$ cat config.mk
export PLATFORM = sky130hd
export DESIGN_NAME = parallel_match_pipe_flat
export DESIGN_NICKNAME = d
export VERILOG_FILES = /design/src/rtl/parallel_match_pipe_if.sv /design/src/rtl/parallel_match_pipe.sv /design/src/flat_wrapper.sv
export SDC_FILE = /design/constraint.sdc
export NUM_CORES = 1
export LEC_CHECK = 0
export CAP_MARGIN = 20
export CORE_AREA = 2 2 168 170
export CTS_CLUSTER_SIZE = 10
export DETAILED_ROUTE_END_ITERATION = 10
export DIE_AREA = 0 0 170 172
export DONT_BUFFER_PORTS = 1
export GPL_TIMING_DRIVEN = 0
export PLACE_DENSITY_LB_ADDON = 0.12
export REMOVE_ABC_BUFFERS = 1
export SYNTH_ARGS = -nofsm -noshare
export SYNTH_HDL_FRONTEND = slang
export SYNTH_SLANG_ARGS = --single-unit
export TNS_END_PERCENT = 20
$ cat constraint.sdc
create_clock -name clk -period 5.2 [get_ports clk]
set_clock_uncertainty 0.15 [all_clocks]
set_input_delay 0 -clock clk [delete_from_list [all_inputs] [get_ports clk]]
set_output_delay 0 -clock clk [all_outputs]
set_load 0.01 [all_outputs]
$ cat src/rtl/parallel_match_pipe_if.sv
// ----------------------------------------------------------------------------
// parallel_match_pipe_if
// Groups the candidate-set input handshake and the match-result handshake
// of parallel_match_pipe into one bundle.
//
//   master modport : the side that supplies candidate sets and consumes results
//   slave  modport : the parallel_match_pipe datapath itself
//
// Signals
//   d_val / d_rdy   candidate-set handshake
//   d_bus           DATA_NUM packed candidates, entry i at [i*DATA_WIDTH +: DATA_WIDTH]
//   ref_d           reference word
//   cmp_mask        1 = bit takes part in the compare
//   d_cnt           number of valid candidates (values above DATA_NUM saturate)
//   prio_hi         0 = lowest matching index wins, 1 = highest wins
//   res_val/res_rdy result handshake
//   res_hit, res_multi, res_idx  match result
//   res_vec, res_num             hit vector and hit count (PMATCH_HIT_VEC_EN only)
//
// Optional feature macro: PMATCH_HIT_VEC_EN
// ----------------------------------------------------------------------------
interface parallel_match_pipe_if #(
  parameter int DATA_NUM   = 8,
  parameter int DATA_WIDTH = 42,
  parameter int IDX_WIDTH  = 3,
  parameter int CNT_WIDTH  = 4
);
  logic                           d_val;
  logic                           d_rdy;
  logic [DATA_NUM*DATA_WIDTH-1:0] d_bus;
  logic [DATA_WIDTH-1:0]          ref_d;
  logic [DATA_WIDTH-1:0]          cmp_mask;
  logic [CNT_WIDTH-1:0]           d_cnt;
  logic                           prio_hi;
  logic                           res_val;
  logic                           res_rdy;
  logic                           res_hit;
  logic                           res_multi;
  logic [IDX_WIDTH-1:0]           res_idx;
`ifdef PMATCH_HIT_VEC_EN
  logic [DATA_NUM-1:0]            res_vec;
  logic [CNT_WIDTH-1:0]           res_num;

  modport master (
    output d_val, d_bus, ref_d, cmp_mask, d_cnt, prio_hi, res_rdy,
    input  d_rdy, res_val, res_hit, res_multi, res_idx, res_vec, res_num
  );

  modport slave (
    input  d_val, d_bus, ref_d, cmp_mask, d_cnt, prio_hi, res_rdy,
    output d_rdy, res_val, res_hit, res_multi, res_idx, res_vec, res_num
  );
`else
  modport master (
    output d_val, d_bus, ref_d, cmp_mask, d_cnt, prio_hi, res_rdy,
    input  d_rdy, res_val, res_hit, res_multi, res_idx
  );

  modport slave (
    input  d_val, d_bus, ref_d, cmp_mask, d_cnt, prio_hi, res_rdy,
    output d_rdy, res_val, res_hit, res_multi, res_idx
  );
`endif
endinterface

$ cat src/rtl/parallel_match_pipe.sv
// ----------------------------------------------------------------------------
// parallel_match_pipe
// Compares one reference word against DATA_NUM candidate words in parallel
// (exact or bit-masked), keeps only the first d_cnt candidates, and returns
// hit / priority index / multi-hit through a two-stage valid/ready pipeline.
//
// Ports
//   clk  in  rising-edge clock
//   rst  in  asynchronous, active-high reset
//   pif  parallel_match_pipe_if.slave (see interface header for signal list)
//
// Pipeline
//   stage 1 : registered hit vector hv = match & vmask, plus prio_hi
//   stage 2 : registered result (res_hit, res_multi, res_idx[, res_vec, res_num])
//   Latency 2 cycles, throughput 1 set per cycle.
//
// Optional feature macro: PMATCH_HIT_VEC_EN
//   defined   -> res_vec (registered hv) and res_num (registered popcount(hv))
//   undefined -> those ports and their registers are absent
// ----------------------------------------------------------------------------
module parallel_match_pipe #(
  parameter int DATA_NUM   = 8,
  parameter int DATA_WIDTH = 42,
  parameter int IDX_WIDTH  = 3,
  parameter int CNT_WIDTH  = 4
) (
  input logic                 clk,
  input logic                 rst,
  parallel_match_pipe_if.slave pif
);

  // Index of the lowest set bit; 0 when the vector is empty.
  function automatic logic [IDX_WIDTH-1:0] lowest_idx(input logic [DATA_NUM-1:0] v);
    lowest_idx = '0;
    for (int i = DATA_NUM - 1; i >= 0; i--) begin
      if (v[i]) lowest_idx = IDX_WIDTH'(i);
    end
  endfunction

  // Index of the highest set bit; 0 when the vector is empty.
  function automatic logic [IDX_WIDTH-1:0] highest_idx(input logic [DATA_NUM-1:0] v);
    highest_idx = '0;
    for (int i = 0; i < DATA_NUM; i++) begin
      if (v[i]) highest_idx = IDX_WIDTH'(i);
    end
  endfunction

  // Number of set bits; CNT_WIDTH is wide enough to hold DATA_NUM.
  function automatic logic [CNT_WIDTH-1:0] popcount(input logic [DATA_NUM-1:0] v);
    popcount = '0;
    for (int i = 0; i < DATA_NUM; i++) begin
      popcount = popcount + CNT_WIDTH'(v[i]);
    end
  endfunction

  logic                  adv;
  logic                  d_rdy;

  logic [DATA_NUM-1:0]   match_p0;
  logic [DATA_NUM-1:0]   vmask_p0;
  logic [DATA_NUM-1:0]   hv_p0;

  logic                  s1_vld_q,     s1_vld_d;
  logic [DATA_NUM-1:0]   hv_p1_q,      hv_p1_d;
  logic                  prio_p1_q,    prio_p1_d;

  logic                  res_val_q,    res_val_d;
  logic                  hit_p2_q,     hit_p2_d;
  logic                  multi_p2_q,   multi_p2_d;
  logic [IDX_WIDTH-1:0]  idx_p2_q,     idx_p2_d;
`ifdef PMATCH_HIT_VEC_EN
  logic [DATA_NUM-1:0]   vec_p2_q,     vec_p2_d;
  logic [CNT_WIDTH-1:0]  num_p2_q,     num_p2_d;
`endif

  logic [CNT_WIDTH-1:0]  pop_p1;
  assign pop_p1 = popcount(hv_p1_q);

  // Stage 2 may take a new value whenever it is empty or being drained.
  // d_rdy depends only on pipeline state and res_rdy, never on d_val.
  assign adv   = ~res_val_q | pif.res_rdy;
  assign d_rdy = ~s1_vld_q | adv;

  // ---- stage 0 -> 1 : parallel masked compare and valid-count filter ----
  // Entries at index >= DATA_NUM do not exist, so any d_cnt above DATA_NUM
  // naturally enables every entry.
  always_comb begin
    match_p0 = '0;
    vmask_p0 = '0;
    for (int i = 0; i < DATA_NUM; i++) begin
      match_p0[i] = ~|((pif.d_bus[i*DATA_WIDTH +: DATA_WIDTH] ^ pif.ref_d) & pif.cmp_mask);
      vmask_p0[i] = (CNT_WIDTH'(i) < pif.d_cnt);
    end
    hv_p0 = match_p0 & vmask_p0;
  end

  always_comb begin
    s1_vld_d  = s1_vld_q;
    hv_p1_d   = hv_p1_q;
    prio_p1_d = prio_p1_q;
    // When stage 1 is ready its content either moves on or is empty, so its
    // valid simply follows d_val; data is only captured on an actual accept.
    if (d_rdy) begin
      s1_vld_d = pif.d_val;
    end
    if (pif.d_val && d_rdy) begin
      hv_p1_d   = hv_p0;
      prio_p1_d = pif.prio_hi;
    end
  end

  // ---- stage 1 -> 2 : reduce hit vector to result ----
  always_comb begin
    res_val_d  = res_val_q;
    hit_p2_d   = hit_p2_q;
    multi_p2_d = multi_p2_q;
    idx_p2_d   = idx_p2_q;
`ifdef PMATCH_HIT_VEC_EN
    vec_p2_d   = vec_p2_q;
    num_p2_d   = num_p2_q;
`endif
    if (adv) begin
      res_val_d = s1_vld_q;
      // Result fields only change when a real set arrives, so a bubble never
      // disturbs the last delivered values.
      if (s1_vld_q) begin
        hit_p2_d   = |hv_p1_q;
        multi_p2_d = (pop_p1 >= CNT_WIDTH'(2));
        idx_p2_d   = prio_p1_q ? highest_idx(hv_p1_q) : lowest_idx(hv_p1_q);
`ifdef PMATCH_HIT_VEC_EN
        vec_p2_d   = hv_p1_q;
        num_p2_d   = pop_p1;
`endif
      end
    end
  end

  // Control and visible outputs: asynchronous reset.
  always_ff @(posedge clk or posedge rst) begin
    if (rst) begin
      s1_vld_q   <= 1'b0;
      res_val_q  <= 1'b0;
      hit_p2_q   <= 1'b0;
      multi_p2_q <= 1'b0;
      idx_p2_q   <= '0;
`ifdef PMATCH_HIT_VEC_EN
      vec_p2_q   <= '0;
      num_p2_q   <= '0;
`endif
    end else begin
      s1_vld_q   <= s1_vld_d;
      res_val_q  <= res_val_d;
      hit_p2_q   <= hit_p2_d;
      multi_p2_q <= multi_p2_d;
      idx_p2_q   <= idx_p2_d;
`ifdef PMATCH_HIT_VEC_EN
      vec_p2_q   <= vec_p2_d;
      num_p2_q   <= num_p2_d;
`endif
    end
  end

  // Stage 1 payload is qualified by s1_vld_q and needs no reset.
  always_ff @(posedge clk) begin
    hv_p1_q   <= hv_p1_d;
    prio_p1_q <= prio_p1_d;
  end

  assign pif.d_rdy     = d_rdy;
  assign pif.res_val   = res_val_q;
  assign pif.res_hit   = hit_p2_q;
  assign pif.res_multi = multi_p2_q;
  assign pif.res_idx   = idx_p2_q;
`ifdef PMATCH_HIT_VEC_EN
  assign pif.res_vec   = vec_p2_q;
  assign pif.res_num   = num_p2_q;
`endif

endmodule

$ cat src/flat_wrapper.sv
// flat-port wrapper written by rule: the top's interface ports become plain ports
module parallel_match_pipe_flat 
#(
  parameter int DATA_NUM   = 8,
  parameter int DATA_WIDTH = 42,
  parameter int IDX_WIDTH  = 3,
  parameter int CNT_WIDTH  = 4
)
  (clk, rst, pif_d_val, pif_d_bus, pif_ref_d, pif_cmp_mask, pif_d_cnt, pif_prio_hi, pif_res_rdy, pif_d_rdy, pif_res_val, pif_res_hit, pif_res_multi, pif_res_idx);
  parallel_match_pipe_if #(.DATA_NUM(DATA_NUM), .DATA_WIDTH(DATA_WIDTH), .IDX_WIDTH(IDX_WIDTH), .CNT_WIDTH(CNT_WIDTH)) pif_i ();
  input logic clk;
  input logic rst;
  input wire logic [$bits(pif_i.d_val)-1:0] pif_d_val;
  input wire logic [$bits(pif_i.d_bus)-1:0] pif_d_bus;
  input wire logic [$bits(pif_i.ref_d)-1:0] pif_ref_d;
  input wire logic [$bits(pif_i.cmp_mask)-1:0] pif_cmp_mask;
  input wire logic [$bits(pif_i.d_cnt)-1:0] pif_d_cnt;
  input wire logic [$bits(pif_i.prio_hi)-1:0] pif_prio_hi;
  input wire logic [$bits(pif_i.res_rdy)-1:0] pif_res_rdy;
  output wire logic [$bits(pif_i.d_rdy)-1:0] pif_d_rdy;
  output wire logic [$bits(pif_i.res_val)-1:0] pif_res_val;
  output wire logic [$bits(pif_i.res_hit)-1:0] pif_res_hit;
  output wire logic [$bits(pif_i.res_multi)-1:0] pif_res_multi;
  output wire logic [$bits(pif_i.res_idx)-1:0] pif_res_idx;
  assign pif_i.d_val = pif_d_val;
  assign pif_i.d_bus = pif_d_bus;
  assign pif_i.ref_d = pif_ref_d;
  assign pif_i.cmp_mask = pif_cmp_mask;
  assign pif_i.d_cnt = pif_d_cnt;
  assign pif_i.prio_hi = pif_prio_hi;
  assign pif_i.res_rdy = pif_res_rdy;
  assign pif_d_rdy = pif_i.d_rdy;
  assign pif_res_val = pif_i.res_val;
  assign pif_res_hit = pif_i.res_hit;
  assign pif_res_multi = pif_i.res_multi;
  assign pif_res_idx = pif_i.res_idx;
  parallel_match_pipe #(.DATA_NUM(DATA_NUM), .DATA_WIDTH(DATA_WIDTH), .IDX_WIDTH(IDX_WIDTH), .CNT_WIDTH(CNT_WIDTH)) u_core (.clk(clk), .rst(rst), .pif(pif_i));
endmodule
==> run summary <==
Status -> finished with violations
Failing checks -> negative hold slack
FF+latch count, synth -> 16
Sw Share -> 37.3%
Max Cap Viol -> 0
Worst Hold Class -> in2async
CTS clk-pin slew, worst paths -> 60 ps
Pre-CTS setup slack -> 1800 ps
Syn-to-layout area delta -> -2.90%
Initial antenna violation count -> 0
Most common cell after layout, fill and taps aside -> xor2_1
Layout cells sized above 1 -> 2.01%
Post-CTS resize count -> 0
Die width -> 170 um
Final slew viol count -> 0
R2R Setup Slk -> 1780 ps
Synthesized area per cell -> 9.08 sq um
Vias -> 5,744
WP buf/inv -> 4
Initial Utilization -> 23.4%
Power Internal -> 489 uW
Hold Slack -> -13.1 ps
Ys flop type -> edfxtp_1
Clk_lat worst skew -> 250 ps
GR Overflow Total -> 0
Largest net degree at the start of global routing -> 12
WS Path Type -> reg2reg
H-tree Lvls -> 1
Met3 Use GR -> 7.35%
CP max-delay cell -> fa_1
Core Footprint -> 27,500 sq um
Final setup TNS -> 0 ps
Avg WL per Cell -> 41.1 um
Clock buffer count from CTS -> 3
Ant. Diodes -> 0
Gpl congestion -> 0.832
Dpl cells -> 968
Post-synth ARST share -> 43.8%
Reg2reg end -> u_core.pif.res_multi$_DFFE_PP0P_
Post-route DRC -> 0
Cell variety after synth -> 46
Hold buffers post-CTS -> 22
Dpl hpwl -> 33.6 mm
Die Footprint -> 29,200 sq um
Chip Height -> 172 um
Antenna Nets Post-Route -> 0
Clk pwr share -> 20.0%
Initial DRC count -> 432
Final wirelength -> 40.9 mm
P per Cell Area -> 125 nW/um^2
CTS tree -> built
Final hold violation count -> 8
Vias in the first global route -> 6,140
Setup crit end -> u_core.pif.res_multi$_DFFE_PP0P_
Slew margin rel. -> 54.0%
Worst-Margin Slew -> 690 ps
Lkg Pwr -> 2.45 nW
Rows -> 61
Reg2Reg Depth -> 13
Worst setup margin -> 1780 ps
First-pass GRT wire length -> 52.1 mm
# Post-CTS Setup Buffers -> 0
Psw -> 291 uW
CTS Buffer Depth -> 2
Crit path max fanout -> 4
Root Driver -> clkbuf_16
RSZ-0062 raised after global routing -> no
Met1 usage -> 29.3%
Gr busiest metal -> met2
Final Util -> 22.7%
Final period util -> 65.9%
Total GRT Usage -> 26.5%
Met2 Usage GRT -> 48.8%
Worst path cell trace -> inv_1 > ha_1 > inv_1 > fa_1 > fa_1 > inv_1 > fa_1 > inv_1 > fa_1 > a211oi_1 > mux2_2 > a21oi_1 > a21o_1
Levels on crit path -> 13
Top delay family on crit path -> adder cells
CP max stage delay -> 500 ps
Setup Viol. Count Final -> 0
Total power -> 780 uW
Layout Cells excl Fill -> 994
Via density -> 5.78
WP data arrival -> 3410 ps
CP Launch Point -> u_core.hv_p1_q[1]$_DFFE_PP_
Combinational power share -> 59.0%
Mapped Area -> 6420 sq um
Fmax -> 0.292 GHz
Drt pass-1 iters -> 5
Post-route minimum period -> 3420 ps
Register area share after synthesis -> 6.94%
Startpoint Class -> flip-flop
Port Buffer Count -> 0
Clock Sinks -> 16
Flop pwr share -> 21.1%
EDFF count, synth -> 9
Commonest cells after routing, fill and taps aside -> 336 x xor2_1, 57 x a22o_1, 55 x a221oi_1
WP data required -> 5180 ps
Nets -> 1,086
R2R Path Start -> u_core.hv_p1_q[1]$_DFFE_PP_
Number of standard cells after synthesis -> 707
IO Count -> 436
Syn. warnings -> 0
Worst vdd ir -> 88.7 uV
Crit. End Element -> flip-flop
==> flip-flops by register name (all words and copies together), names as in the netlist <==
signal	flops
u_core.prio_p1_q	1
u_core.pif.res_hit	1
u_core.pif.res_idx	3
u_core.pif.res_multi	1
u_core.hv_p1_q	8
u_core.pif.res_val	1
u_core.s1_vld_q	1
==> cells by family after synthesis <==
kind of cell | share of synthesized area [%]
xor+xnor | 45.8
compound gates | 24.2
buf+inv | 15.2
simple gates | 5.61
flops | 6.94
fa+ha+maj | 2.03
mux | 0.175
==> cell type report <==
cell class                      count  area (sq um)
Clock buffer                        4          78.8
Fill cell                        3075         21200
Inverter                           16          60.1
Multi-Input combinational cell    590          5000
Sequential cell                    16           445
Tap cell                          346           433
Timing Repair Buffer               22           220
==> metal layers <==
metal / part of all wire, % / wire length (um) / vias up
met5: 0 / 0 / -
met4: 3.5 / 1450 / 0
met3: 8.1 / 3300 / 63
met2: 51 / 20800 / 330
met1: 37 / 15300 / 2927
li1: - / - / 2424
==> worst register-to-register path, cell delays in order (launching register included) <==
cell      delay, ps
edfxtp_1        430
inv_1            90
ha_1            290
inv_1            60
fa_1            500
fa_1            410
inv_1            90
fa_1            190
inv_1            60
fa_1            430
a211oi_1        210
mux2_2          180
a21oi_1          60
a21o_1          160
==> power groups by stage <==
stage          clock network, mW  logic [mW]  registers [mW]
6_report                   0.156       0.460           0.164
3_3_place_gp                   0       0.442           0.166
2_1_floorplan                  0       0.328           0.162
3_5_place_dp                   0       0.445           0.167
4_1_cts                    0.160       0.466           0.164
5_1_grt                    0.165       0.502           0.166
==> worst min path at each step <==
stage / startpoint / to / slack [ps]
final: rst / u_core.pif.res_hit$_DFFE_PP0P_ / -10
after global routing: rst / u_core.pif.res_val$_DFFE_PP0P_ / 20
after CTS: rst / u_core.pif.res_val$_DFFE_PP0P_ / 4
after detailed placement: rst / u_core.pif.res_val$_DFFE_PP0P_ / -300
after global placement: rst / u_core.s1_vld_q$_DFFE_PP0N_ / -310
after floorplan: rst / u_core.pif.res_hit$_DFFE_PP0P_ / -350
==> synthesized netlist by cell type (all sizes together), types with 2 or more instances <==
cell type	number	area share (%)
a211oi	2	0.23
a21o	2	0.23
a21oi	10	0.78
a221oi	56	7.7
a222oi	10	1.6
a22o	57	7.8
a22oi	37	4.3
a31oi	2	0.19
buf	42	5.8
bufbuf	11	5.6
clkbuf	29	2.4
dfrtp	7	2.7
edfxtp	9	4.2
fa	4	1.2
ha	4	0.78
inv	16	0.94
nand2	9	0.53
nand2b	3	0.29
nand3	8	0.62
nand4	20	1.9
nor2	3	0.18
nor4	9	1.6
o21ai	5	0.39
xor2	336	46
==> per-stage QoR <==
| stage | instance area, sq um | hold WS, ps |
|---|---|---|
| 2_1_floorplan | 5500 | -347 |
| 3_3_place_gp | 5940 | -311 |
| 3_5_place_dp | 5940 | -299 |
| 4_1_cts | 6230 | 4.21 |
| 5_1_grt | 6230 | 16.8 |
| 6_report | 6230 | -13.1 |
Note: power is estimated with default switching activity, not from simulation.
